**src/rtl/tone_detector.sv**
```systemverilog
// Measures the period of an asynchronous square wave in clk ticks and converts it to a
// 10-bit frequency in Hz with a 16-cycle restoring divider.
module tone_detector #(
    parameter int PERIOD_W   = 16,
    parameter int TIMEOUT_MS = 100
) (
    input  logic       clk,
    input  logic       rst_n,
    input  logic [5:0] ticks_per_milli,
    input  logic       sound_in,
    output logic [9:0] freq,
    output logic       freq_valid,
    output logic       silent
);

    localparam int TMO_W = PERIOD_W + 7;

    typedef enum logic [1:0] {
        IDLE,
        DIV,
        DONE
    } state_t;

    state_t state, state_next;

    logic                s1, s2, s3;
    logic                rise;
    logic [PERIOD_W-1:0] cnt;
    logic                cnt_sat;
    logic                armed;
    logic                enabled;
    logic                timeout;
    logic                start;
    logic                last_bit;

    logic [15:0]         tps;
    logic [TMO_W-1:0]    tmo;
    logic [TMO_W-1:0]    cnt_inc;
    logic [PERIOD_W:0]   period;

    // Divider datapath: dq shifts the dividend out at the top and the quotient in at the bottom.
    logic [15:0]         dq;
    logic [PERIOD_W:0]   rem;
    logic [PERIOD_W:0]   divisor;
    logic [3:0]          bit_cnt;
    logic [PERIOD_W+1:0] trial;
    logic [PERIOD_W+1:0] diff;
    logic                ge;
    logic [PERIOD_W:0]   rem_next;
    logic [15:0]         q_next;
    logic [9:0]          freq_calc;

    assign rise     = s2 & ~s3;
    assign enabled  = |ticks_per_milli;
    assign tps      = 16'(ticks_per_milli) * 16'd1000;
    assign tmo      = TMO_W'(ticks_per_milli) * TMO_W'(TIMEOUT_MS);
    assign cnt_inc  = TMO_W'(cnt) + TMO_W'(1);
    assign cnt_sat  = &cnt;
    assign period   = {1'b0, cnt} + {{PERIOD_W{1'b0}}, 1'b1};
    assign last_bit = (state == DIV) && (bit_cnt == 4'd15);

    // A saturated counter means tmo lies beyond what cnt can reach; treat it as silence too.
    assign timeout  = enabled && !rise && ((cnt_inc >= tmo) || cnt_sat);
    assign start    = enabled && rise && armed && (state == IDLE);

    always_comb begin
        trial     = {rem, dq[15]};
        diff      = trial - {1'b0, divisor};
        ge        = (trial >= {1'b0, divisor});
        rem_next  = ge ? diff[PERIOD_W:0] : trial[PERIOD_W:0];
        q_next    = {dq[14:0], ge};
        freq_calc = (q_next > 16'd1023) ? 10'd1023 : q_next[9:0];
    end

    // NOTE: state registers use non-blocking assignments so every flop samples pre-edge values.
    always_ff @(posedge clk or negedge rst_n) begin
        if (!rst_n) begin
            state <= IDLE;
        end else begin
            state <= state_next;
        end
    end

    // NOTE: defaulting state_next first keeps this block free of inferred latches.
    always_comb begin
        state_next = state;
        if (!enabled || timeout) begin
            state_next = IDLE;
        end else begin
            case (state)
                IDLE:    if (rise && armed) state_next = DIV;
                DIV:     if (bit_cnt == 4'd15) state_next = DONE;
                DONE:    state_next = IDLE;
                default: state_next = IDLE;
            endcase
        end
    end

    always_comb begin
        freq_valid = (state == DONE) && enabled && !timeout;
    end

    always_ff @(posedge clk or negedge rst_n) begin
        if (!rst_n) begin
            s1     <= 1'b0;
            s2     <= 1'b0;
            s3     <= 1'b0;
            cnt    <= '0;
            armed  <= 1'b0;
            freq   <= '0;
            silent <= 1'b1;
        end else begin
            s1 <= sound_in;
            s2 <= s1;
            s3 <= s2;
            if (!enabled) begin
                cnt    <= '0;
                armed  <= 1'b0;
                freq   <= '0;
                silent <= 1'b1;
            end else begin
                if (rise) begin
                    cnt <= '0;
                end else if (!cnt_sat) begin
                    cnt <= cnt + 1'b1;
                end
                if (timeout) begin
                    armed  <= 1'b0;
                    freq   <= '0;
                    silent <= 1'b1;
                end else begin
                    if (rise) armed <= 1'b1;
                    // Result registered as DIV ends so freq is already current while freq_valid is high.
                    if (last_bit) begin
                        freq   <= freq_calc;
                        silent <= 1'b0;
                    end
                end
            end
        end
    end

    always_ff @(posedge clk or negedge rst_n) begin
        if (!rst_n) begin
            dq      <= '0;
            rem     <= '0;
            divisor <= '0;
            bit_cnt <= '0;
        end else if (start) begin
            dq      <= tps;
            rem     <= '0;
            divisor <= period;
            bit_cnt <= '0;
        end else if (state == DIV) begin
            dq      <= q_next;
            rem     <= rem_next;
            bit_cnt <= bit_cnt + 4'd1;
        end
    end

endmodule

```
**config.mk**
```make
export PLATFORM = sky130hd
export DESIGN_NAME = tone_detector
export DESIGN_NICKNAME = d
export VERILOG_FILES = /design/src/rtl/tone_detector.sv
export SDC_FILE = /design/constraint.sdc
export NUM_CORES = 1
export LEC_CHECK = 0
export ABC_CLOCK_PERIOD_IN_PS = 6200
export CAP_MARGIN = 40
export CORE_ASPECT_RATIO = 1.75
export CORE_UTILIZATION = 32
export CTS_BUF_LIST = sky130_fd_sc_hd__clkbuf_2
export CTS_CLUSTER_SIZE = 14
export DETAILED_ROUTE_END_ITERATION = 8
export PLACE_DENSITY = 0.45
export SLEW_MARGIN = 25
export SYNTH_ARGS = -nofsm -noshare
export SYNTH_HDL_FRONTEND = slang
export SYNTH_SLANG_ARGS = --single-unit
```
**constraint.sdc**
```tcl
create_clock -name clk -period 6.2 [get_ports clk]
set_clock_uncertainty 0.05 [all_clocks]
set_input_delay 1.24 -clock clk [delete_from_list [all_inputs] [get_ports clk]]
set_output_delay 1.24 -clock clk [all_outputs]
set_load 0.05 [all_outputs]
```
=== Word level (Yosys, flattened, before mapping) ===
Index checks and enable logic that the tools add are counted.

* Add/subtract/negate cells: 5
* $lt $le $gt $ge: 3
* Equality and inequality tests: 8
* Bitwise logic cells: 2
* Reductions and logical operators: 19
* Multiply operators: 2
* Muxes and demuxes: 24

{| class="wikitable"
|+ Operators with widths
! cell !! number
|-
| 16-bit 2-to-1 mux || 5
|-
| 17-bit 2-to-1 mux || 3
|-
| 10-bit 2-to-1 mux || 4
|-
| 16-bit by 1-bit adder with 17-bit output (second input constant) || 2
|-
| 18-bit by 17-bit greater-or-equal comparator with 1-bit output || 1
|-
| 17-bit by 13-bit greater-or-equal comparator with 1-bit output || 1
|-
| 17-bit subtractor || 1
|-
| 16-bit by 1-bit adder with 16-bit output (second input constant) || 1
|-
| 16-bit by 10-bit greater-than comparator with 1-bit output (second input constant) || 1
|-
| 16-bit AND reduction || 1
|-
| 6-bit by 7-bit multiplier with 13-bit output (second input constant) || 1
|-
| 6-bit by 5-bit multiplier with 11-bit output (second input constant) || 1
|-
| 1-bit logical AND || 9
|-
| 4-bit 2-to-1 mux || 2
|-
| 1-bit 2-to-1 mux || 6
|-
| 2-bit 2-to-1 mux || 3
|-
| 3-bit by 1-bit inequality test with 1-bit output (second input constant) || 2
|-
| 3-bit inequality test (second input constant) || 2
|-
| 6-bit OR reduction || 1
|-
| 4-bit by 1-bit adder with 4-bit output (second input constant) || 1
|-
| 4-bit equality test (second input constant) || 1
|-
| 2-bit case mux with 2 select lines || 1
|-
| 1-bit logical NOT || 3
|-
| 3-bit by 2-bit inequality test with 1-bit output (second input constant) || 1
|-
| other kinds (8) || 9
|}

* Output and inout bits: 12
* Input port bits: 9
* Register bits: 87

=== Depth between registers and ports, before layout ===
* Word-level depth: 8
* Mapped depth: 18
* Gate-level depth less buffers: 17

=== Worst setup path after synthesis ===
OpenSTA, ideal clock, no wires.

* Path type: input -> output
* Start point: input port ticks_per_milli[2]
* End point: output port freq_valid
* Data arrival time: 5.354 ns
* Required time: 4.910 ns
* Setup slack: -0.444 ns
* Cell stages on the path: 17
* Path through: inv_1 -> ha_1 -> ha_1 -> ha_1 -> ha_1 -> a21o_1 -> a21oi_1 -> o21bai_1 -> a21oi_1 -> xnor2_1 -> ha_1 -> nand4_1 -> nor2_1 -> a32oi_1 -> and4b_1 -> a31oi_2 -> nor3b_1

* Longest elaborated chain between the ends: 6

{| class="wikitable"
|+ Ends and longest elaborated chain
! item !! RTL line !! text
|-
| start, declared || 9 || <nowiki>input logic [5:0] ticks_per_milli,</nowiki>
|-
| 6-bit by 5-bit multiplier with 11-bit output || 56 || <nowiki>assign tmo = TMO_W'(ticks_per_milli) * TMO_W'(TIMEOUT_MS);</nowiki>
|-
| 17-bit by 13-bit greater-or-equal comparator with 1-bit output || 63 || <nowiki>assign timeout = enabled && !rise && ((cnt_inc >= tmo) || cnt_sat);</nowiki>
|-
| 1-bit logical OR || 63 ||
|-
| 1-bit logical AND || 63 ||
|-
| 1-bit logical NOT || 100 || <nowiki>freq_valid = (state == DONE) && enabled && !timeout;</nowiki>
|-
| 1-bit logical AND * || 100 ||
|-
| end, declared || 12 || <nowiki>output logic freq_valid,</nowiki>
|}

Every way passes the cells marked *; elsewhere a longest branch is shown, timed or not.

=== Worst setup path in the final report ===
* Start point: input port ticks_per_milli[1]
* End point: output port freq_valid

The elaborated chain is that of the path after synthesis.

==> metrics.log <==
INFO  metric status = completed
INFO  metric largest_net_degree_at_the_start_of_global_routing = 52
INFO  metric stdcell_count = 949
INFO  metric critical-path-max-stage-delay = 0.41 ns
INFO  metric post-synth-top-area-cell = sky130_fd_sc_hd__dfrtp_1
INFO  metric synth.area.mux_share = 1.65%
INFO  metric dpl-instance-area = 0.00679 mm²
INFO  metric number_of_enable_flip_flop_cells_after_synthesis = 0
INFO  metric synth_fa_ha_area_share = 19.8%
INFO  metric drt_first_iter_violations = 152
INFO  metric synth_top_family_by_area = adder cells
INFO  metric power.static_leakage = 3.33 nW
INFO  metric critical_path.slowest_cell = sky130_fd_sc_hd__fa_2
INFO  metric synth.area.top_cells = sky130_fd_sc_hd__dfrtp_1 (35%), sky130_fd_sc_hd__ha_1 (16%), sky130_fd_sc_hd__fa_1 (4.2%), sky130_fd_sc_hd__nand2_1 (4.2%), sky130_fd_sc_hd__inv_1 (3.6%)
INFO  metric crit_buf_inv = 3
INFO  metric timing_worst_setup_path_type = primary input to primary output
INFO  metric layout_commonest_cell = sky130_fd_sc_hd__dfrtp_1
INFO  metric hold_violations = 0
INFO  metric drt_wl_total = 15500 µm
INFO  metric route.met2.wl = 8900 µm
INFO  metric layout_worst_path_cycle_share = 96.7%
INFO  metric vias_per_cell = 5.03
INFO  metric timing.reg2reg.setup_slack = 2.57 ns
INFO  metric layout.cell_area.non_filler = 0.00709 mm²
INFO  metric coreArea = 0.0187 mm²
INFO  metric final_layout_size_suffix_gt1_share = 12.7%
INFO  metric met1_length = 5720 µm
INFO  metric maxCapViolations = 0
INFO  metric die_w = 107 µm
INFO  metric crit_arrival = 4.71 ns
INFO  metric worst_case_hold_slack = 0.339 ns
INFO  metric place.port_buffers = 20
INFO  metric cts_buffers = 9
INFO  metric ys_seq_area_share = 35.6%
INFO  metric netlist-cell-type-count = 59
INFO  metric grt_setup_unrepaired = false
INFO  metric layout_common_cells = sky130_fd_sc_hd__dfrtp_1 (86), sky130_fd_sc_hd__nand2_1 (69), sky130_fd_sc_hd__ha_1 (67)
INFO  metric post-route-drc-count = 0
INFO  metric end_kind = primary output
INFO  metric critical_path.reg2reg.startpoint = cnt[0]
INFO  metric p_total = 3.03 mW
INFO  metric worstSetupStartpoint = ticks_per_milli[1]
INFO  metric final_net_count = 803
INFO  metric grt_pass1_vias = 5155
INFO  metric holdPathStages = 0
INFO  metric deepest_clock_path_buffer_count = 2
INFO  metric period_minus_slack = 6.00 ns
INFO  metric worst_setup_path_start_kind = primary input
INFO  metric worst_ep_required_time = 4.91 ns
INFO  metric detail-route-antenna-nets = 0
INFO  metric synthXorXnorAreaFrac = 6.29%
INFO  metric grt_first_pass_wirelength = 26000 µm
INFO  metric cts.clk_slew.worst_paths = 0.21 ns
INFO  metric overall_global_routing_resource_usage = 17.2%
INFO  metric yosys.area.top_type_share = 35.1%
INFO  metric timing.hold.worst.start = s1
INFO  metric dpl.hpwl = 12200 µm
INFO  metric clock_latency_of_the_later_clocked_register_in_the_worst_skew_pair = 0.56 ns
INFO  metric met3_wl_post_dr = 205 µm
INFO  metric dr.max_layer_used = met4
INFO  metric power_density = 427 mW/mm²
INFO  metric setup_viol = 0
INFO  metric area_growth_syn_to_layout = 15.7%
INFO  metric simple_gate_share_of_the_synthesized_area = 14.2%
INFO  metric cts_root_buffer = sky130_fd_sc_hd__clkbuf_2
INFO  metric gp_congestion = 0.868
INFO  metric r2r_worst_path_depth = 14
INFO  metric slew_margin_rel = 46.1%
INFO  metric detailroute.via_count = 4773
INFO  metric syn_area_per_cell = 9.28 µm²
INFO  metric floorplan.die_area = 0.0197 mm²
INFO  metric htree_levels = 3
INFO  metric floorplan.rows = 66
INFO  metric floorplan.die.height = 185 µm
INFO  metric firstDrtPassIters = 4
INFO  metric initial_core_util = 32.8%
INFO  metric maxClockFrequency = 167 MHz
INFO  metric grt_overflow_total = 0
INFO  metric tritoncts = done
INFO  metric syn_inst = 660
INFO  metric mappedNetlistNets = 758
INFO  metric complex_gate_fraction_of_the_synthesized_area = 17.3%
INFO  metric worst-path-max-fanout = 3
INFO  metric syn-cell-area = 0.00613 mm²
INFO  metric ys_dominant_reg_cell = sky130_fd_sc_hd__dfrtp_1
INFO  metric vdd_drop_max = 0.128 mV
INFO  metric worstPathCellList = buf_6, buf_6, ha_4, xor2_1, ha_1, fa_2, a21o_1, a21oi_2, o21bai_1, a21oi_1, xnor2_1, ha_1, nand4_1, nor2_1, a32oi_1, and4b_2, a31oi_4, nor3b_4, buf_12
INFO  metric postSynth.asyncResetShare = 100%
INFO  metric cp.depth = 19
INFO  metric ys_seq_elements = 87
INFO  metric timing.hold.worst.class = register to register
INFO  metric cp_top_family = adder cells
INFO  metric total_instance_count_after_detailed_placement = 925
INFO  metric initial_antenna_violation_count = 1
INFO  metric max_slew.worst_pin.slew = 0.807 ns
INFO  metric postCtsHoldBufs = 0
INFO  metric wirelength_per_cell = 16.3 µm
INFO  metric top_level_ports = 21
INFO  metric yosysWarningCount = 0
INFO  metric timing.final.max_slew_violations = 0
INFO  metric clkSinkCount = 87
## cell families after synthesis
group | after synthesis
AO/OA/AOI/OAI | 163
flip-flops | 87
AND/OR/NAND/NOR | 185
XOR/XNOR | 44
multiplexers | 10
adder cells (fa/ha/maj) | 89
buffers and inverters | 82
## state kept, by name, indices dropped and copies added (netlist names)
signal and flops:
divisor 17, rem 17, cnt 16, dq 16, freq 10, bit_cnt 4, state 2, armed 1
s1 1, s2 1, s3 1, silent 1
## cells in the mapped netlist (3+ instances only)
cell,number
sky130_fd_sc_hd__and2_1,6
sky130_fd_sc_hd__mux2i_1,9
sky130_fd_sc_hd__xnor2_1,22
sky130_fd_sc_hd__xor2_1,22
sky130_fd_sc_hd__o31ai_1,4
sky130_fd_sc_hd__a31oi_1,4
sky130_fd_sc_hd__nand2_1,69
sky130_fd_sc_hd__o22ai_1,10
sky130_fd_sc_hd__nand4_1,7
sky130_fd_sc_hd__ha_1,76
sky130_fd_sc_hd__o21ai_1,5
sky130_fd_sc_hd__nor3_1,9
sky130_fd_sc_hd__a21oi_1,37
sky130_fd_sc_hd__o21bai_1,6
sky130_fd_sc_hd__nor2b_1,4
sky130_fd_sc_hd__a22oi_1,8
sky130_fd_sc_hd__clkbuf_1,19
sky130_fd_sc_hd__fa_1,13
sky130_fd_sc_hd__a32oi_1,8
sky130_fd_sc_hd__a22o_1,4
sky130_fd_sc_hd__a21o_1,11
sky130_fd_sc_hd__o31a_1,3
sky130_fd_sc_hd__nand2b_1,7
sky130_fd_sc_hd__inv_1,59
sky130_fd_sc_hd__o21a_1,5
sky130_fd_sc_hd__nand3_1,21
sky130_fd_sc_hd__o211ai_1,3
sky130_fd_sc_hd__nor2_1,43
sky130_fd_sc_hd__and3_1,3
sky130_fd_sc_hd__or3_1,3
sky130_fd_sc_hd__a211oi_1,5
sky130_fd_sc_hd__dfrtp_1,86
sky130_fd_sc_hd__o21ai_0,39
sky130_fd_sc_hd__or2_2,3
## worst paths after layout
check                                   to
worst max register to register    state[0]
worst min-delay path                    s2
min in group asynchronous            dq[2]
worst min register to register          s2
worst max-delay path            freq_valid
max in group asynchronous           cnt[1]
## report_power, final
group	total, mW	internal, mW	switching [mW]
sequential	0.917	0.757	0.161
combinational	1.82	0.780	1.04
clock	0.287	0.0961	0.191
## layout make-up
cell class                 instances  area [µm²]
tap                              238         298
fill                            1999       11600
clock buffer                      12        60.1
multi-input combinational        491        3770
inverter                          59         221
sequential                        87        2180
clock inverter                     4        46.3
timing repair buffer              57         510
antenna                            1        2.50
## metal layers
layer  up-vias  global-route usage, %
li1       2398                      -
met1      2298                   17.0
met2        52                   34.1
met3        25                   1.44
met4         0                   9.59
met5         -                      0
## through the flow
stage	TNS, ns	setup slack, ns	utilization (%)
3_5_place_dp	-0.438	-0.438	36.4
4_1_cts	0	0.00272	37.6
3_3_place_gp	-0.444	-0.444	36.3
6_report	0	0.204	38.0
5_1_grt	0	0.00629	38.0
2_1_floorplan	0	0.0475	-
## what timing repair did
action,CTS,global route
setup buffers,1,5
setup endpoints to repair,1,1
gates cloned,0,0
pin swaps,13,15
resized for setup,23,22
(Power assumes the default switching activity.)
